**config.mk**
```make
export PLATFORM = sky130hd
export DESIGN_NAME = ps2_scancode_rx
export DESIGN_NICKNAME = d
export VERILOG_FILES = /design/src/rtl/ps2_scancode_rx_pkg.sv /design/src/rtl/ps2_sync_edge.sv /design/src/rtl/ps2_scancode_rx.sv
export SDC_FILE = /design/constraint.sdc
export NUM_CORES = 1
export LEC_CHECK = 0
export CAP_MARGIN = 20
export CORE_UTILIZATION = 57
export CTS_CLUSTER_SIZE = 40
export DETAILED_ROUTE_END_ITERATION = 10
export GPL_TIMING_DRIVEN = 0
export PLACE_DENSITY = 0.81
export SLEW_MARGIN = 20
export SYNTH_ARGS = -nofsm -noshare
export SYNTH_HDL_FRONTEND = slang
export SYNTH_SLANG_ARGS = --single-unit
```
**constraint.sdc**
```tcl
create_clock -name Clock -period 2.7 [get_ports Clock]
set_input_delay 0.405 -clock Clock [delete_from_list [all_inputs] [get_ports Clock]]
set_output_delay 0.405 -clock Clock [all_outputs]
set_load 0.005 [all_outputs]
```
**src/rtl/ps2_scancode_rx_pkg.sv**
```systemverilog
// rtl/ps2_scancode_rx_pkg.sv - shared prefixes, frame length, FSM states and parity helper for the PS/2 receiver
package ps2_scancode_rx_pkg;

  localparam logic [7:0] PS2_BREAK_PREFIX = 8'hF0;
  localparam logic [7:0] PS2_EXT_PREFIX   = 8'hE0;
  localparam int         PS2_FRAME_LEN    = 11;

  typedef enum logic [1:0] {
    IDLE   = 2'd0,
    DATA   = 2'd1,
    PARITY = 2'd2,
    STOP   = 2'd3
  } ps2State_t;

  // Odd parity: data bits plus parity bit must hold an odd number of ones.
  function automatic logic oddParityOk(input logic [7:0] dataByte, input logic parityBit);
    return ^{dataByte, parityBit};
  endfunction

endpackage

```
**src/rtl/ps2_sync_edge.sv**
```systemverilog
// rtl/ps2_sync_edge.sv - pin synchronisers and PS2_CLK falling-edge detector
// Optional PS2_CLK glitch filter enabled by PS2_GLITCH_FILTER_EN.
module ps2_sync_edge
`ifdef PS2_GLITCH_FILTER_EN
#(
  parameter int FILTER_LEN = 8
)
`endif
(
  input  logic Clock,
  input  logic Reset,
  input  logic iPS2Clk,
  input  logic iPS2Data,
  output logic wFall,
  output logic wDataSync
);

  logic [1:0] clkSync;
  logic [1:0] dataSync;
  logic       clkLevel;
  logic       clkPrev;

  // Synchronisers reset to 1 so an idle bus never produces a spurious edge.
  always_ff @(posedge Clock) begin
    if (Reset) begin
      clkSync  <= 2'b11;
      dataSync <= 2'b11;
    end else begin
      clkSync  <= {clkSync[0], iPS2Clk};
      dataSync <= {dataSync[0], iPS2Data};
    end
  end

  assign wDataSync = dataSync[1];

`ifdef PS2_GLITCH_FILTER_EN
  localparam int FW = $clog2(FILTER_LEN + 1);

  logic [FW-1:0] stableCnt;
  logic          clkFilt;

  // Level follows the synchronised clock only after FILTER_LEN differing samples in a row.
  always_ff @(posedge Clock) begin
    if (Reset) begin
      clkFilt   <= 1'b1;
      stableCnt <= '0;
    end else if (clkSync[1] == clkFilt) begin
      stableCnt <= '0;
    end else if (stableCnt == FW'(FILTER_LEN - 1)) begin
      clkFilt   <= clkSync[1];
      stableCnt <= '0;
    end else begin
      stableCnt <= stableCnt + 1'b1;
    end
  end

  assign clkLevel = clkFilt;
`else
  assign clkLevel = clkSync[1];
`endif

  always_ff @(posedge Clock) begin
    if (Reset) clkPrev <= 1'b1;
    else       clkPrev <= clkLevel;
  end

  assign wFall = clkPrev & ~clkLevel;

endmodule

```
**src/rtl/ps2_scancode_rx.sv**
```systemverilog
// rtl/ps2_scancode_rx.sv - single-clock PS/2 keyboard scancode receiver with prefix decoding
// Optional PS2_CLK glitch filter enabled by PS2_GLITCH_FILTER_EN.
module ps2_scancode_rx
  import ps2_scancode_rx_pkg::*;
#(
  parameter int TIMEOUT_CYCLES = 50000
`ifdef PS2_GLITCH_FILTER_EN
  ,
  parameter int FILTER_LEN = 8
`endif
)
(
  input  logic       Clock,
  input  logic       Reset,
  input  logic       iPS2Clk,
  input  logic       iPS2Data,
  output logic [7:0] oScanCode,
  output logic       oKeyRelease,
  output logic       oExtended,
  output logic       oValid,
  output logic       oFrameError
);

  localparam int TW        = $clog2(TIMEOUT_CYCLES + 1);
  localparam int DATA_BITS = PS2_FRAME_LEN - 3;

  ps2State_t     state;
  ps2State_t     stateNext;
  logic [2:0]    bitCnt;
  logic [7:0]    shiftReg;
  logic          parityBit;
  logic [TW-1:0] timeoutCnt;
  logic          relPrefix;
  logic          extPrefix;
  logic          wFall;
  logic          wDataSync;
  logic          timeoutHit;

`ifdef PS2_GLITCH_FILTER_EN
  ps2_sync_edge #(.FILTER_LEN(FILTER_LEN)) uSyncEdge (
`else
  ps2_sync_edge uSyncEdge (
`endif
    .Clock     (Clock),
    .Reset     (Reset),
    .iPS2Clk   (iPS2Clk),
    .iPS2Data  (iPS2Data),
    .wFall     (wFall),
    .wDataSync (wDataSync)
  );

  // An edge in the same cycle as the limit wins: the line is still alive.
  always_comb begin
    stateNext  = state;
    timeoutHit = 1'b0;
    if (state != IDLE && !wFall && timeoutCnt == TW'(TIMEOUT_CYCLES - 1)) begin
      timeoutHit = 1'b1;
      stateNext  = IDLE;
    end else if (wFall) begin
      case (state)
        IDLE:    if (!wDataSync) stateNext = DATA;
        DATA:    if (bitCnt == 3'(DATA_BITS - 1)) stateNext = PARITY;
        PARITY:  stateNext = STOP;
        STOP:    stateNext = IDLE;
        default: stateNext = IDLE;
      endcase
    end
  end

  always_ff @(posedge Clock) begin
    if (Reset) state <= IDLE;
    else       state <= stateNext;
  end

  always_ff @(posedge Clock) begin
    if (Reset) begin
      bitCnt      <= '0;
      shiftReg    <= '0;
      parityBit   <= 1'b0;
      timeoutCnt  <= '0;
      relPrefix   <= 1'b0;
      extPrefix   <= 1'b0;
      oScanCode   <= '0;
      oKeyRelease <= 1'b0;
      oExtended   <= 1'b0;
      oValid      <= 1'b0;
      oFrameError <= 1'b0;
    end else begin
      oValid      <= 1'b0;
      oFrameError <= 1'b0;

      if (stateNext == IDLE || wFall) timeoutCnt <= '0;
      else                            timeoutCnt <= timeoutCnt + 1'b1;

      // Timeout abandons the frame but keeps any prefix already collected.
      if (timeoutHit) begin
        oFrameError <= 1'b1;
      end else if (wFall) begin
        case (state)
          IDLE: bitCnt <= '0;
          DATA: begin
            shiftReg <= {wDataSync, shiftReg[7:1]};
            bitCnt   <= bitCnt + 1'b1;
          end
          PARITY: parityBit <= wDataSync;
          STOP: begin
            if (!oddParityOk(shiftReg, parityBit) || !wDataSync) begin
              oFrameError <= 1'b1;
              relPrefix   <= 1'b0;
              extPrefix   <= 1'b0;
            end else if (shiftReg == PS2_BREAK_PREFIX) begin
              relPrefix <= 1'b1;
            end else if (shiftReg == PS2_EXT_PREFIX) begin
              extPrefix <= 1'b1;
            end else begin
              oScanCode   <= shiftReg;
              oKeyRelease <= relPrefix;
              oExtended   <= extPrefix;
              oValid      <= 1'b1;
              relPrefix   <= 1'b0;
              extPrefix   <= 1'b0;
            end
          end
          default: ;
        endcase
      end
    end
  end

endmodule

```
After elaboration in Yosys (flattened, before gate mapping)
Cells that the tools add are included.
{ "word_totals": {"in_bits": 4, "regBits": 49, "output_inout_bits": 12} }
{ "op_classes": {"reduce_logical": 20, "n_eq_ne": 9, "mux": 18, "bitwise_logic": 8, "addsub": 2} }
{ "ops": {"columns": ["op", "n"], "rows": [
  ["16-bit by 1-bit adder with 16-bit output, second input constant", 1],
  ["16-bit equality test, second input constant", 1],
  ["8-bit equality test, second input constant", 2],
  ["1-bit 2-to-1 mux", 12],
  ["3-bit AND reduction", 3],
  ["9-bit XOR reduction", 1],
  ["2-bit 2-to-1 mux", 4],
  ["2-bit case mux with 4 select lines", 1],
  ["4-bit AND reduction", 2],
  ["1-bit inverter", 7],
  ["3-bit case mux with 2 select lines", 1],
  ["6-bit AND reduction", 1],
  ["6-bit OR reduction", 1],
  ["2-bit equality test, second input constant", 2],
  ["2-bit logical NOT", 2],
  ["2-bit nonzero test", 2],
  ["3-bit by 1-bit adder with 3-bit output, second input constant", 1],
  ["3-bit equality test, second input constant", 1],
  ["1-bit logical NOT", 3],
  ["3-bit inequality test, second input constant", 1],
  ["2-bit by 1-bit equality test with 1-bit output, second input constant", 1],
  ["1-bit logical AND", 2],
  ["1-bit logical OR", 2],
  ["2-bit inequality test, second input constant", 1],
  ["other kinds (2)", 2]
]} }

Longest topological paths before layout
Gate-level depths: netlist of the first run.
{ "depth": {"word_depth": 9, "depth_mapped": 7} }

Hierarchy
A second synthesis of the first run with hierarchy kept.
{ "hier_totals": {"hier_cells": 228, "hier_area_um2": 2212.1} }
{ "modules_own_cells": {"columns": ["mod", "n_inst", "cells_per_inst", "area_each_um2"], "rows": [
  ["ps2_scancode_rx", 1, 217, 2074.5],
  ["ps2_sync_edge", 1, 11, 137.6]
]} }

Worst setup path before layout of the first run
No wires, ideal clock.
{ "synth_timing": {"kind": "flip-flop to flip-flop", "start": "register shiftReg[6]", "end": "register oExtended", "path_stages_with_launch": 7, "arrival_time_ns": 1.824, "path_slack_ns": 0.749, "n_path_buf": 1, "cell_sequence": "dfxtp_1 > clkbuf_1 > xnor3_1 > xnor3_2 > mux2i_4 > mux2i_1 > nor2_1"} }
{ "synth_via": {"elab_chain_len": 5, "word_cells_on_any_way": 9, "classes_between": "eq/ne (2); bitwise (3); reduce/logical (4)"} }
{ "synth_lines": {"columns": ["element", "line_no", "source"], "rows": [
  ["from (decl)", "ps2_scancode_rx.sv:30", "logic [7:0] shiftReg;"],
  ["from (signal assigned)", "ps2_scancode_rx.sv:102", "shiftReg <= {wDataSync, shiftReg[7:1]};"],
  ["9-bit XOR reduction", "ps2_scancode_rx_pkg.sv:17", "return ^{dataByte, parityBit};"],
  ["1-bit logical NOT", "ps2_scancode_rx.sv:107", "if (!oddParityOk(shiftReg, parityBit) || !wDataSync) begin"],
  ["1-bit logical OR", "ps2_scancode_rx.sv:107", null],
  ["1-bit inverter (no line)", null, null],
  ["6-bit AND reduction (no line) (*)", null, null],
  ["to (signal assigned)", "ps2_scancode_rx.sv:118", "oExtended <= extPrefix;"],
  ["to (decl)", "ps2_scancode_rx.sv:19", "output logic oExtended,"]
]} }
Every way passes the cells marked *; elsewhere a longest branch is shown, timed or not.
A chain may end at the register's enable or synchronous reset.

Worst setup path after layout of the first run
{ "layout_timing": {"start": "register timeoutCnt[0]", "end": "register timeoutCnt[10]"} }
{ "layout_via": {"elab_chain_len": 6, "word_cells_on_any_way": 7, "classes_between": "add/sub (1); eq/ne (1); mux (1); reduce/logical (4)"} }
{ "layout_lines": {"columns": ["element", "line_no", "source"], "rows": [
  ["from (decl)", "ps2_scancode_rx.sv:32", "logic [TW-1:0] timeoutCnt;"],
  ["from (signal assigned)", "ps2_scancode_rx.sv:93", "else timeoutCnt <= timeoutCnt + 1'b1;"],
  ["16-bit equality test", "ps2_scancode_rx.sv:56", "if (state != IDLE && !wFall && timeoutCnt == TW'(TIMEOUT_CYCLES - 1)) begin"],
  ["1-bit logical AND", "ps2_scancode_rx.sv:56", null],
  ["2-bit 2-to-1 mux", "ps2_scancode_rx.sv:56", null],
  ["2-bit logical NOT", "ps2_scancode_rx.sv:92", "if (stateNext == IDLE || wFall) timeoutCnt <= '0;"],
  ["1-bit logical OR", "ps2_scancode_rx.sv:92", null],
  ["2-bit OR reduction (no line)", null, null]
]} }
Parallel ways exist; a longest one is shown, timed or not.

==> metrics.md, run 1 <==
| Metric | Value |
|---|---|
| Initial Util | 0.617 |
| Final total power | 1170 µW |
| Port bufs | 14 |
| Leak | 0.000874 µW |
| P&R area growth vs syn | 13.4% |
| Switch share | 0.203 |
| GRT Util Overall | 0.219 |
| Sw power | 238 µW |
| TritonCTS clock tree | built |
| Netlist Area Pre-Place | around 2100 µm² |
| Synth unique cells | 39 |
| Reg2Reg Depth | 7 |
| Clock root cell | clkbuf_8 |
| Leading area contributor after synthesis | dfxtp_1 |
| P_int | 937 µW |
| Worst-Skew Late Latency | 0.30 ns |
| Max_slew headroom | 0.631 |
| R2r startpoint | timeoutCnt[0]$_SDFF_PP0_ |
| WHS | around 0.41 ns |
| Vias per inst | 5.36 |
| Post-synthesis cell count | 237 |
| Minimum clock period | 2.33 ns |
| Status | completed |
| Power Dens Cells | between 400 and 500 nW/µm² |
| Clk_skew | 0.00394 ns |
| Critical Path RT | a little under 3 ns |
| Cts bufs inserted | 5 |
| Tightest Hold Check Type | flip-flop to flip-flop |
| FF-to-FF setup slack | 0.37 ns |
| DP HPWL | 2.69 mm |
| Die area | 3970 µm² |
| Via count | 1,628 |
| Row Count | 21 |
| Clk pin slew, worst setup/hold paths | about 0.080 ns |
| Chip height | 63.0 µm |
| Final max-slew violation count | 0 |
| Drt wl/cell | 12.6 µm |
| Crit Path Category | flip-flop to flip-flop |
| Mapped Nets | 244 |
| Synth top cells by count | 49 x dfxtp_1, 41 x nor2_1, 25 x nand2_1, 17 x a21oi_1, 11 x xnor2_1 |
| CTS H-tree lvls | 2 |
| Final Cycle Share | 0.862 |
| MaxCap Viol Count | 0 |
| Top cells by area, synth | dfxtp_1 46%, nor2_1 7.3%, xnor2_1 4.5% |
| I/O pins | 16 |
| Largest net degree at the start of global routing | 14 |
| Hold endpoint | uSyncEdge.clkSync[1]$_SDFF_PP1_ |
| Flops & latches, synth | 49 |
| Min-delay src | uSyncEdge.clkSync[0]$_SDFF_PP1_ |
| Worst Tran Pin Value | 0.549 ns |
| Antenna Cells | 0 |
| Clk sinks | 49 |
| Reg2reg end | timeoutCnt[10]$_SDFF_PP0_ |
| Total grt overflow | 0 |
| Yosys warns | 0 |
| Layout cells sized above 1 | 0.0736 |
| Mean area per synthesized cell | 8.95 µm² |
| RSZ-0062 raised after global routing | false |
| Vias in the first global route | about 1,500 |
| Drt total wl | between 3 and 4 mm |
| Critical Path AT | around 2.5 ns |
| Crit path max fanout | 10 |
| Core area | 3440 µm² |
| Area share of the largest cell type after synthesis | 0.462 |
| Post-synthesis sequential area ratio | 0.462 |
| DRT iter0 DRCs | 100 |
| Initial DRT Pass Iterations | 4 |
| Post-CTS Setup Bufs | 0 |
| Comb power frac | 0.019 |
| Fmax | 430 MHz |
| Number of synthesized flops with an enable pin | 0 |
| Gp weighted congestion | roughly 0.84 |
| Drc violations | 0 |
| Antenna-violating nets left | 0 |
| Die span in x | 63.0 µm |
| PostCTS Resize Cnt | 0 |
| Critical path startpoint category | flip-flop |
| Max VDD drop | 0.479 mV |
| CP Capture Type | flip-flop |
| Setup TNS | 0 ns |
| Asr flop ratio synth | 0 |
| CTS max path bufs | 2 |
| Initial antenna violation count | 0 |
| First-pass GRT wire length | 6.76 mm |
| Fillers | 292 |
| Final setup viols | 0 |
| Clock share of power | 0.362 |
| Final nets | 265 |
| Top FF cell, synth | dfxtp_1 |
| Hold Path Depth | 1 |
| Hold buffers post-CTS | 0 |
| Flop pwr share | 0.619 |
| Most common cell in the netlist | dfxtp_1 |
| Final hold viol count | 0 |
## stage by stage
step                      worst slack, ns  instances  utilization  instance area, µm²
after global routing                0.171        304        0.699                2410
after detailed placement            0.422        297        0.674                2320
after floorplan                     0.749        237            -                2120
after global placement              0.507        297        0.674                2320
after CTS                           0.407        304        0.699                2410
final                               0.372        304        0.699                2410
## cell usage in the layout (no fill, tap or decap), types with 2 or more instances in the layout
master	Yosys	routed
clkbuf_1	9	10
and2_1	2	2
buf_2	3	3
ha_1	3	3
clkdlybuf4s50_1	0	14
nand3_1	8	8
xnor2_1	11	11
nand2_1	25	25
nor4_1	2	2
mux2i_1	8	8
xnor3_1	2	2
o21ai_0	5	5
a21oi_1	17	17
clkbuf_8	0	6
xor2_1	10	10
nor2_1	41	41
nor3_1	6	6
o41ai_1	2	2
inv_1	5	5
dfxtp_1	49	49
nand4_1	3	3
or2_2	5	5
a32oi_1	2	2
mux2_2	2	2
## logic make-up after synthesis
family / share of synthesized area
AO/OA/AOI/OAI: 0.0973
XOR/XNOR: 0.119
adder cells (fa/ha/maj): 0.0177
buffers and inverters: 0.0318
flip-flops: 0.462
multiplexers: 0.0590
AND/OR/NAND/NOR: 0.213
## flip-flops by register name (all words and copies together) (netlist names), 2 cells and up
| signal | flops |
|---|---|
| state | 2 |
| uSyncEdge.dataSync | 2 |
| uSyncEdge.clkSync | 2 |
| bitCnt | 3 |
| shiftReg | 8 |
| oScanCode | 8 |
| timeoutCnt | 16 |
## worst max-delay path: stages (launching register included)
cell and delay [ns]:
dfxtp_1 0.40, ha_1 0.21, nand3_1 0.21, nor4_1 0.57, or3_1 0.19, clkbuf_1 0.27, buf_2 0.29, nor2_1 0.08
## how the worst max path moves through the flow
stage | start | to | slack, ns | cells after the start
after CTS | timeoutCnt[0]$_SDFF_PP0_ | timeoutCnt[10]$_SDFF_PP0_ | 0.41 | 7
after detailed placement | timeoutCnt[0]$_SDFF_PP0_ | timeoutCnt[10]$_SDFF_PP0_ | 0.42 | 7
after global routing | timeoutCnt[0]$_SDFF_PP0_ | timeoutCnt[10]$_SDFF_PP0_ | 0.17 | 7
after global placement | timeoutCnt[0]$_SDFF_PP0_ | timeoutCnt[15]$_SDFF_PP0_ | 0.51 | 7
after floorplan | shiftReg[6]$_SDFFE_PP0P_ | oExtended$_SDFFE_PP0P_ | 0.75 | 6
final | timeoutCnt[0]$_SDFF_PP0_ | timeoutCnt[10]$_SDFF_PP0_ | 0.37 | 7
## per-layer routing
metal,vias to the layer above,track usage,wire [µm]
met5,-,0,0
met4,0,0.0785,67
met3,8,0.0712,159
met2,31,0.332,1670
met1,749,0.290,1930
li1,840,-,-
## power by group through the flow
stage	clock network, µW	registers (µW)	logic, µW
2_1_floorplan	0	744	14.0
3_3_place_gp	0	744	21.5
3_5_place_dp	0	744	21.9
4_1_cts	438	727	22.0
5_1_grt	470	728	24.6
6_report	426	727	21.9
## cell type report
class	instances	area (µm²)	area share
Inverter	5	18.8	0.00780
Multi-Input combinational cell	171	1070	0.446
Timing Repair Buffer	14	140	0.0582
Clock buffer	7	86.3	0.0359
Tap cell	46	57.6	0.0239
Buffer	12	48.8	0.0203
Sequential cell	49	981	0.408
(Power assumes the default switching activity.)
==> inputs of run 2 (changes only) <==
CORE_ASPECT_RATIO = 1.1   (was unset)
==> metrics.md, run 2 (synthesis results as in run 1) <==
| Metric | Value |
|---|---|
| Clock share of power | 0.299 (-0.063) |
| Critical path startpoint category | flip-flop |
| Max reg flops | 16 (unchanged) |
| Clk_skew | 0.00918 ns (+0.00524 ns) |
| CTS H-tree lvls | 2 (unchanged) |
| Initial Util | 0.617 (about the same) |
| R2r startpoint | timeoutCnt[4]$_SDFF_PP0_ |
| Final max-slew violation count | 0 (unchanged) |
| TritonCTS clock tree | built |
| FF-to-FF setup slack | 0.49 ns (+0.11 ns) |
| First-pass GRT wire length | 6.42 mm (-5.0%) |
| Drc violations | 0 (unchanged) |
| MaxCap Viol Count | 0 (unchanged) |
| Most frequent cells in the layout | 49 x dfxtp_1, 41 x nor2_1, 25 x nand2_1 |
| Vias in the first global route | 1,544 (+2.5%) |
| Minimum clock period | 2.21 ns (-0.113 ns) |
| Most common cell after layout, fill and taps aside | dfxtp_1 |
| DP HPWL | 2.69 mm (-0.13%) |
| Flop pwr share | 0.681 (+0.062) |
| Initial DRT Pass Iterations | 4 (unchanged) |
| Final total power | 1070 µW (-9.1%) |
| Hold Path Depth | 2 (+1) |
| Chip height | 66.0 µm (+4.7%) |
| Drt total wl | 3.73 mm (-2.7%) |
| Most flops, register | timeoutCnt |
| Clock root cell | clkbuf_4 |
| Row Count | 22 (+4.8%) |
| Critical Path RT | 2.96 ns (+0.07 ns) |
| Post-CTS Setup Bufs | 0 (unchanged) |
| Reg2Reg Depth | 7 (unchanged) |
| Largest registers | timeoutCnt x16, oScanCode x8, shiftReg x8 |
| Antenna-violating nets left | 0 (unchanged) |
| Switch share | 0.215 (+0.0124) |
| Comb power frac | 0.020 (about the same) |
| Sw power | 230 µW (-3.5%) |
| P_int | 838 µW (-10%) |
| Antenna Cells | 0 (unchanged) |
| Port bufs | 14 (unchanged) |
| Clk pin slew, worst setup/hold paths | 0.12 ns (+0.04 ns) |
| P&R area growth vs syn | 11.7% |
| Worst Tran Pin Value | 0.613 ns (+0.0640 ns) |
| CP Capture Type | flip-flop |
| Final nets | 265 (unchanged) |
| Final setup viols | 0 (unchanged) |
| Core area | 3440 µm² (about the same) |
| Final hold viol count | 0 (unchanged) |
| Reg2reg end | timeoutCnt[9]$_SDFF_PP0_ |
| Hold endpoint | state[0]$_SDFF_PP0_ |
| Status | completed |
| Total grt overflow | 0 (unchanged) |
| Clk sinks | 49 (unchanged) |
| Fmax | 452 MHz (+5.1%) |
| Power Dens Cells | 451 nW/µm² (-7.7%) |
| DRT iter0 DRCs | 72 (-28%) |
| GRT Util Overall | 0.217 (-0.00281) |
| Min-delay src | Reset |
| CTS max path bufs | 2 (unchanged) |
| Gp weighted congestion | 0.934 (+11%) |
| Cts bufs inserted | 5 (unchanged) |
| Hold buffers post-CTS | 0 (unchanged) |
| Max_slew headroom | 0.591 (-0.0403) |
| Initial antenna violation count | 0 (unchanged) |
| Max VDD drop | 0.352 mV (-26%) |
| Vias per inst | 5.36 (+0.18%) |
| PostCTS Resize Cnt | 0 (unchanged) |
| Tightest Hold Check Type | input pin to flip-flop |
| I/O pins | 16 (unchanged) |
| Layout cells sized above 1 | 0.0695 (-0.00415) |
| Die span in x | 60.2 µm (-4.5%) |
| Fillers | 268 (-8.2%) |
| Leak | 0.000856 µW (-2.0%) |
| Crit Path Category | flip-flop to flip-flop |
| Worst-Skew Late Latency | 0.37 ns (+0.07 ns) |
| RSZ-0062 raised after global routing | false |
| Setup TNS | 0 ns (unchanged) |
| Via count | 1,647 (+1.2%) |
| Critical Path AT | 2.48 ns (-0.04 ns) |
| Die area | 3970 µm² (about the same) |
| Largest net degree at the start of global routing | 14 (unchanged) |
| Drt wl/cell | 12.1 µm (-3.7%) |
| Crit path max fanout | 10 (unchanged) |
| Final Cycle Share | 0.820 (-0.0419) |
-- run 2: cell count changes in the layout (fill, tap and decap cells not counted) --
| cell | before | now |
|---|---|---|
| clkbuf_8 | 6 | 0 |
| clkbuf_1 | 10 | 12 |
| clkbuf_4 | 0 | 5 |
-- run 2: worst max-delay path, stage by stage, from the launching register on --
cell	delay, ns
dfxtp_1	0.39
nor4_1	0.36
nand3_1	0.13
nor4_1	0.45
or3_1	0.18
clkbuf_1	0.26
buf_2	0.28
nor2_1	0.07
-- run 2: how the worst max path moves through the flow --
stage,from,endpoint,slack (ns),cells after the start
5_1_grt,timeoutCnt[0]$_SDFF_PP0_,timeoutCnt[9]$_SDFF_PP0_,0.20,7
6_report,timeoutCnt[4]$_SDFF_PP0_,timeoutCnt[9]$_SDFF_PP0_,0.49,7
2_1_floorplan,shiftReg[6]$_SDFFE_PP0P_,oExtended$_SDFFE_PP0P_,0.75,6
3_3_place_gp,timeoutCnt[0]$_SDFF_PP0_,timeoutCnt[11]$_SDFF_PP0_,0.45,7
3_5_place_dp,timeoutCnt[4]$_SDFF_PP0_,timeoutCnt[8]$_SDFF_PP0_,0.43,7
4_1_cts,timeoutCnt[4]$_SDFF_PP0_,timeoutCnt[14]$_SDFF_PP0_,0.40,7
-- run 2: per-layer routing --
metal	routed length, µm	vias to the layer above	share of wire	GRT usage
met2	1830	24	0.49	0.356
li1	-	845	-	-
met3	138	10	0.037	0.0568
met1	1680	768	0.45	0.252
met5	0	-	0	0
met4	85	0	0.023	0.116
-- run 2: layout make-up --
cell class              instances  area [µm²]  area share
inverters                       5        18.8     0.00792
plain buffers                  12        48.8      0.0206
flip-flops and latches         49         981       0.414
well taps                      48        60.1      0.0253
clock buffers                   8        48.8      0.0206
repair buffers                 14         140      0.0591
multi-input cells             171        1070       0.453
-- run 2: per-stage QoR --
step,utilization,setup slack [ns],area (µm²),hold WS (ns),cells
2_1_floorplan,-,0.749,2120,0.389,237
5_1_grt,0.689,0.196,2370,0.442,307
3_3_place_gp,0.675,0.454,2320,0.392,299
6_report,0.689,0.485,2370,0.415,307
3_5_place_dp,0.675,0.425,2320,0.397,299
4_1_cts,0.689,0.397,2370,0.400,307
-- run 2: power groups by stage --
stage	Combinational [µW]	Sequential, µW	Clock (µW)
2_1_floorplan	14.0	744	0
3_3_place_gp	21.5	744	0
3_5_place_dp	21.8	744	0
4_1_cts	21.7	728	328
5_1_grt	24.2	729	357
6_report	21.3	728	319
==> inputs of run 3 (changes only) <==
CORE_UTILIZATION = 51   (was 57)
PLACE_DENSITY = 0.77   (was 0.81)
clock period = 1.9 ns   (was 2.7 ns; I/O delays follow)
==> metrics.md, run 3 (synthesis results as in run 1) <==
| Metric | Value |
|---|---|
| Status | finished with violations |
| Failing checks | negative setup slack |
| Reg2reg end | oScanCode[3]$_SDFFE_PP0P_ |
| Final Cycle Share | 1.03 (+0.210) |
| Most common cell after layout, fill and taps aside | dfxtp_1 |
| Antenna Cells | 0 (unchanged) |
| Clock root cell | clkbuf_8 |
| Drt wl/cell | 14.2 µm (+17%) |
| Worst-Skew Late Latency | 0.29 ns (-0.08 ns) |
| Row Count | 24 (+9.1%) |
| Fin worst setup slack | -0.0570 ns (-0.542 ns) |
| Die area | 4420 µm² (+11%) |
| Reg2Reg Depth | 6 (-1) |
| Vias in the first global route | 1,680 (+8.8%) |
| Clk_skew | 0.00735 ns (-0.00183 ns) |
| First-pass GRT wire length | 7.42 mm (+16%) |
| Max reg flops | 16 (unchanged) |
| Port bufs | 14 (unchanged) |
| Core area | 3960 µm² (+15%) |
| Cts bufs inserted | 5 (unchanged) |
| Final Instance Area | 2670 µm² (+12%) |
| FF-to-FF setup slack | -0.06 ns (-0.54 ns) |
| Worst path top cell family by delay | XOR/XNOR gates |
| Hold buffers post-CTS | 0 (unchanged) |
| CP Buf/Inv Count | 1 (-1) |
| Register area | 991 µm² (+1.0%) |
| Critical Path AT | 2.12 ns (-0.36 ns) |
| Max_slew headroom | 0.584 (-0.00661) |
| DRT iter0 DRCs | 127 (+76%) |
| GRT Util Overall | 0.212 (-0.00469) |
| Clk pin slew, worst setup/hold paths | 0.09 ns (-0.03 ns) |
| Via count | 1,758 (+6.7%) |
| Number of cells on the critical path | 6 (-1) |
| Fillers | 300 (+12%) |
| Slowest stage cell on the critical path | xnor3_1 |
| Leak | 0.000982 µW (+15%) |
| Clk sinks | 49 (unchanged) |
| Largest net degree at the start of global routing | 15 (+1) |
| CTS max path bufs | 2 (unchanged) |
| Final total power | 1820 µW (+71%) |
| I/O pins | 16 (unchanged) |
| Tightest Hold Check Type | flip-flop to flip-flop |
| Crit-path cells | xnor3_1 -> xnor3_2 -> mux2i_4 -> buf_4 -> mux2i_1 -> nor2_1 |
| Final hold viol count | 0 (unchanged) |
| Critical path startpoint category | flip-flop |
| Chip height | 69.7 µm (+5.5%) |
| Min-delay src | uSyncEdge.clkSync[0]$_SDFF_PP1_ |
| Crit path max fanout | 5 (-5) |
| Drt total wl | 4.57 mm (+23%) |
| Most flops, register | timeoutCnt |
| CTS H-tree lvls | 2 (unchanged) |
| Most frequent cells in the layout | 43 x dfxtp_1, 41 x nor2_1, 25 x nand2_1 |
| Initial Util | 0.535 (-0.0814) |
| Largest stage delay, worst path | 0.38 ns (-0.07 ns) |
| Largest registers | timeoutCnt x16, oScanCode x8, shiftReg x8 |
| Drc violations | 0 (unchanged) |
| P&R area growth vs syn | 25.6% |
| Layout cells sized above 1 | 0.182 (+0.113) |
| Initial DRT Pass Iterations | 4 (unchanged) |
| Worst Tran Pin Value | 0.622 ns (+0.00916 ns) |
| Final nets | 275 (+3.8%) |
| Final max-slew violation count | 0 (unchanged) |
| Crit Path Category | flip-flop to flip-flop |
| CP Capture Type | flip-flop |
| DP HPWL | 2.65 mm (-1.6%) |
| Critical Path RT | 2.06 ns (-0.90 ns) |
| Gp weighted congestion | 0.833 (-11%) |
| R2r startpoint | shiftReg[1]$_SDFFE_PP0P_ |
| Number of instances in the placed design | 303 (+1.3%) |
| Area post-placement | 2330 µm² (+0.27%) |
| Fmax | 511 MHz (+13%) |
| TritonCTS clock tree | built |
| Hold endpoint | uSyncEdge.clkSync[1]$_SDFF_PP1_ |
| Area of the multi-input gates | 1190 µm² (+11%) |
| Non-Filler Instances | 321 (+4.6%) |
| Max VDD drop | 0.492 mV (+40%) |
| Total grt overflow | 0 (unchanged) |
| MaxCap Viol Count | 0 (unchanged) |
| Final setup viols | 6 (+6) |
| Minimum clock period | 1.96 ns (-0.258 ns) |
| Die span in x | 63.5 µm (+5.5%) |
| RSZ-0062 raised after global routing | true |
| Vias per inst | 5.48 (+2.1%) |
| Power Dens Cells | 684 nW/µm² (+52%) |
| Antenna-violating nets left | 0 (unchanged) |
| Initial antenna violation count | 0 (unchanged) |
| Hold Path Depth | 1 (-1) |
run 3: how the worst max path moves through the flow:
| stage | startpoint | to | slack, ns |
|---|---|---|---|
| after detailed placement | timeoutCnt[0]$_SDFF_PP0_ | timeoutCnt[14]$_SDFF_PP0_ | -0.40 |
| after floorplan | shiftReg[1]$_SDFFE_PP0P_ | oExtended$_SDFFE_PP0P_ | 0.01 |
| final | shiftReg[1]$_SDFFE_PP0P_ | oScanCode[3]$_SDFFE_PP0P_ | -0.06 |
| after global placement | timeoutCnt[0]$_SDFF_PP0_ | timeoutCnt[13]$_SDFF_PP0_ | -0.37 |
| after CTS | shiftReg[6]$_SDFFE_PP0P_ | oKeyRelease$_SDFFE_PP0P_ | -0.01 |
| after global routing | shiftReg[1]$_SDFFE_PP0P_ | oScanCode[4]$_SDFFE_PP0P_ | -0.15 |
run 3: area by class of cell:
| class | count | area share |
|---|---|---|
| multi-input cells | 172 | 0.448 |
| flip-flops and latches | 49 | 0.372 |
| repair buffers | 27 | 0.0920 |
| clock buffers | 7 | 0.0324 |
| well taps | 52 | 0.0244 |
| plain buffers | 8 | 0.0131 |
| clock inverters | 1 | 0.0113 |
| inverters | 5 | 0.00704 |
run 3: where the power goes:
group | internal (µW) | total [µW] | switching (µW)
Clock | 429 | 761 | 331
Combinational | 11.6 | 31.4 | 19.7
Sequential | 1030 | 1030 | 2.35
Total | 1470 | 1820 | 353
run 3: repair_timing:
item / 4_1_cts / 5_1_grt
pin swaps: 3 / 6
setup endpoints to repair: 26 / 22
cloned: 1 / 0
buffers inserted: 10 / 3
resized for setup: 16 / 11
run 3: through the flow:
step | util | worst slack (ns) | hold slack, ns | setup TNS [ns]
floorplan | - | 0.0137 | 0.389 | 0
global placement | 0.587 | -0.369 | 0.392 | -5.88
detailed placement | 0.587 | -0.398 | 0.396 | -6.11
CTS | 0.661 | -0.0136 | 0.412 | -0.0389
global route | 0.672 | -0.154 | 0.433 | -0.941
finish | 0.672 | -0.0570 | 0.415 | -0.218
run 3: metal layers:
layer / global-route usage / part of all wire / vias to the layer above / wire length (µm)
li1: - / - / 868 / -
met1: 0.259 / 0.43 / 814 / 1960
met2: 0.346 / 0.49 / 54 / 2220
met3: 0.0576 / 0.043 / 22 / 197
met4: 0.0909 / 0.041 / 0 / 189
met5: 0 / 0 / - / 0
run 3: worst reg2reg max path: cells and delay by family, from the launching register on:
| family | cells | cell delay [ns] |
|---|---|---|
| xor gates and xnor gates | 2 | 0.75 |
| buffers and inverters | 1 | 0.17 |
| and+or+nand+nor | 1 | 0.05 |
| muxes | 2 | 0.50 |
| DFF | 1 | 0.35 |
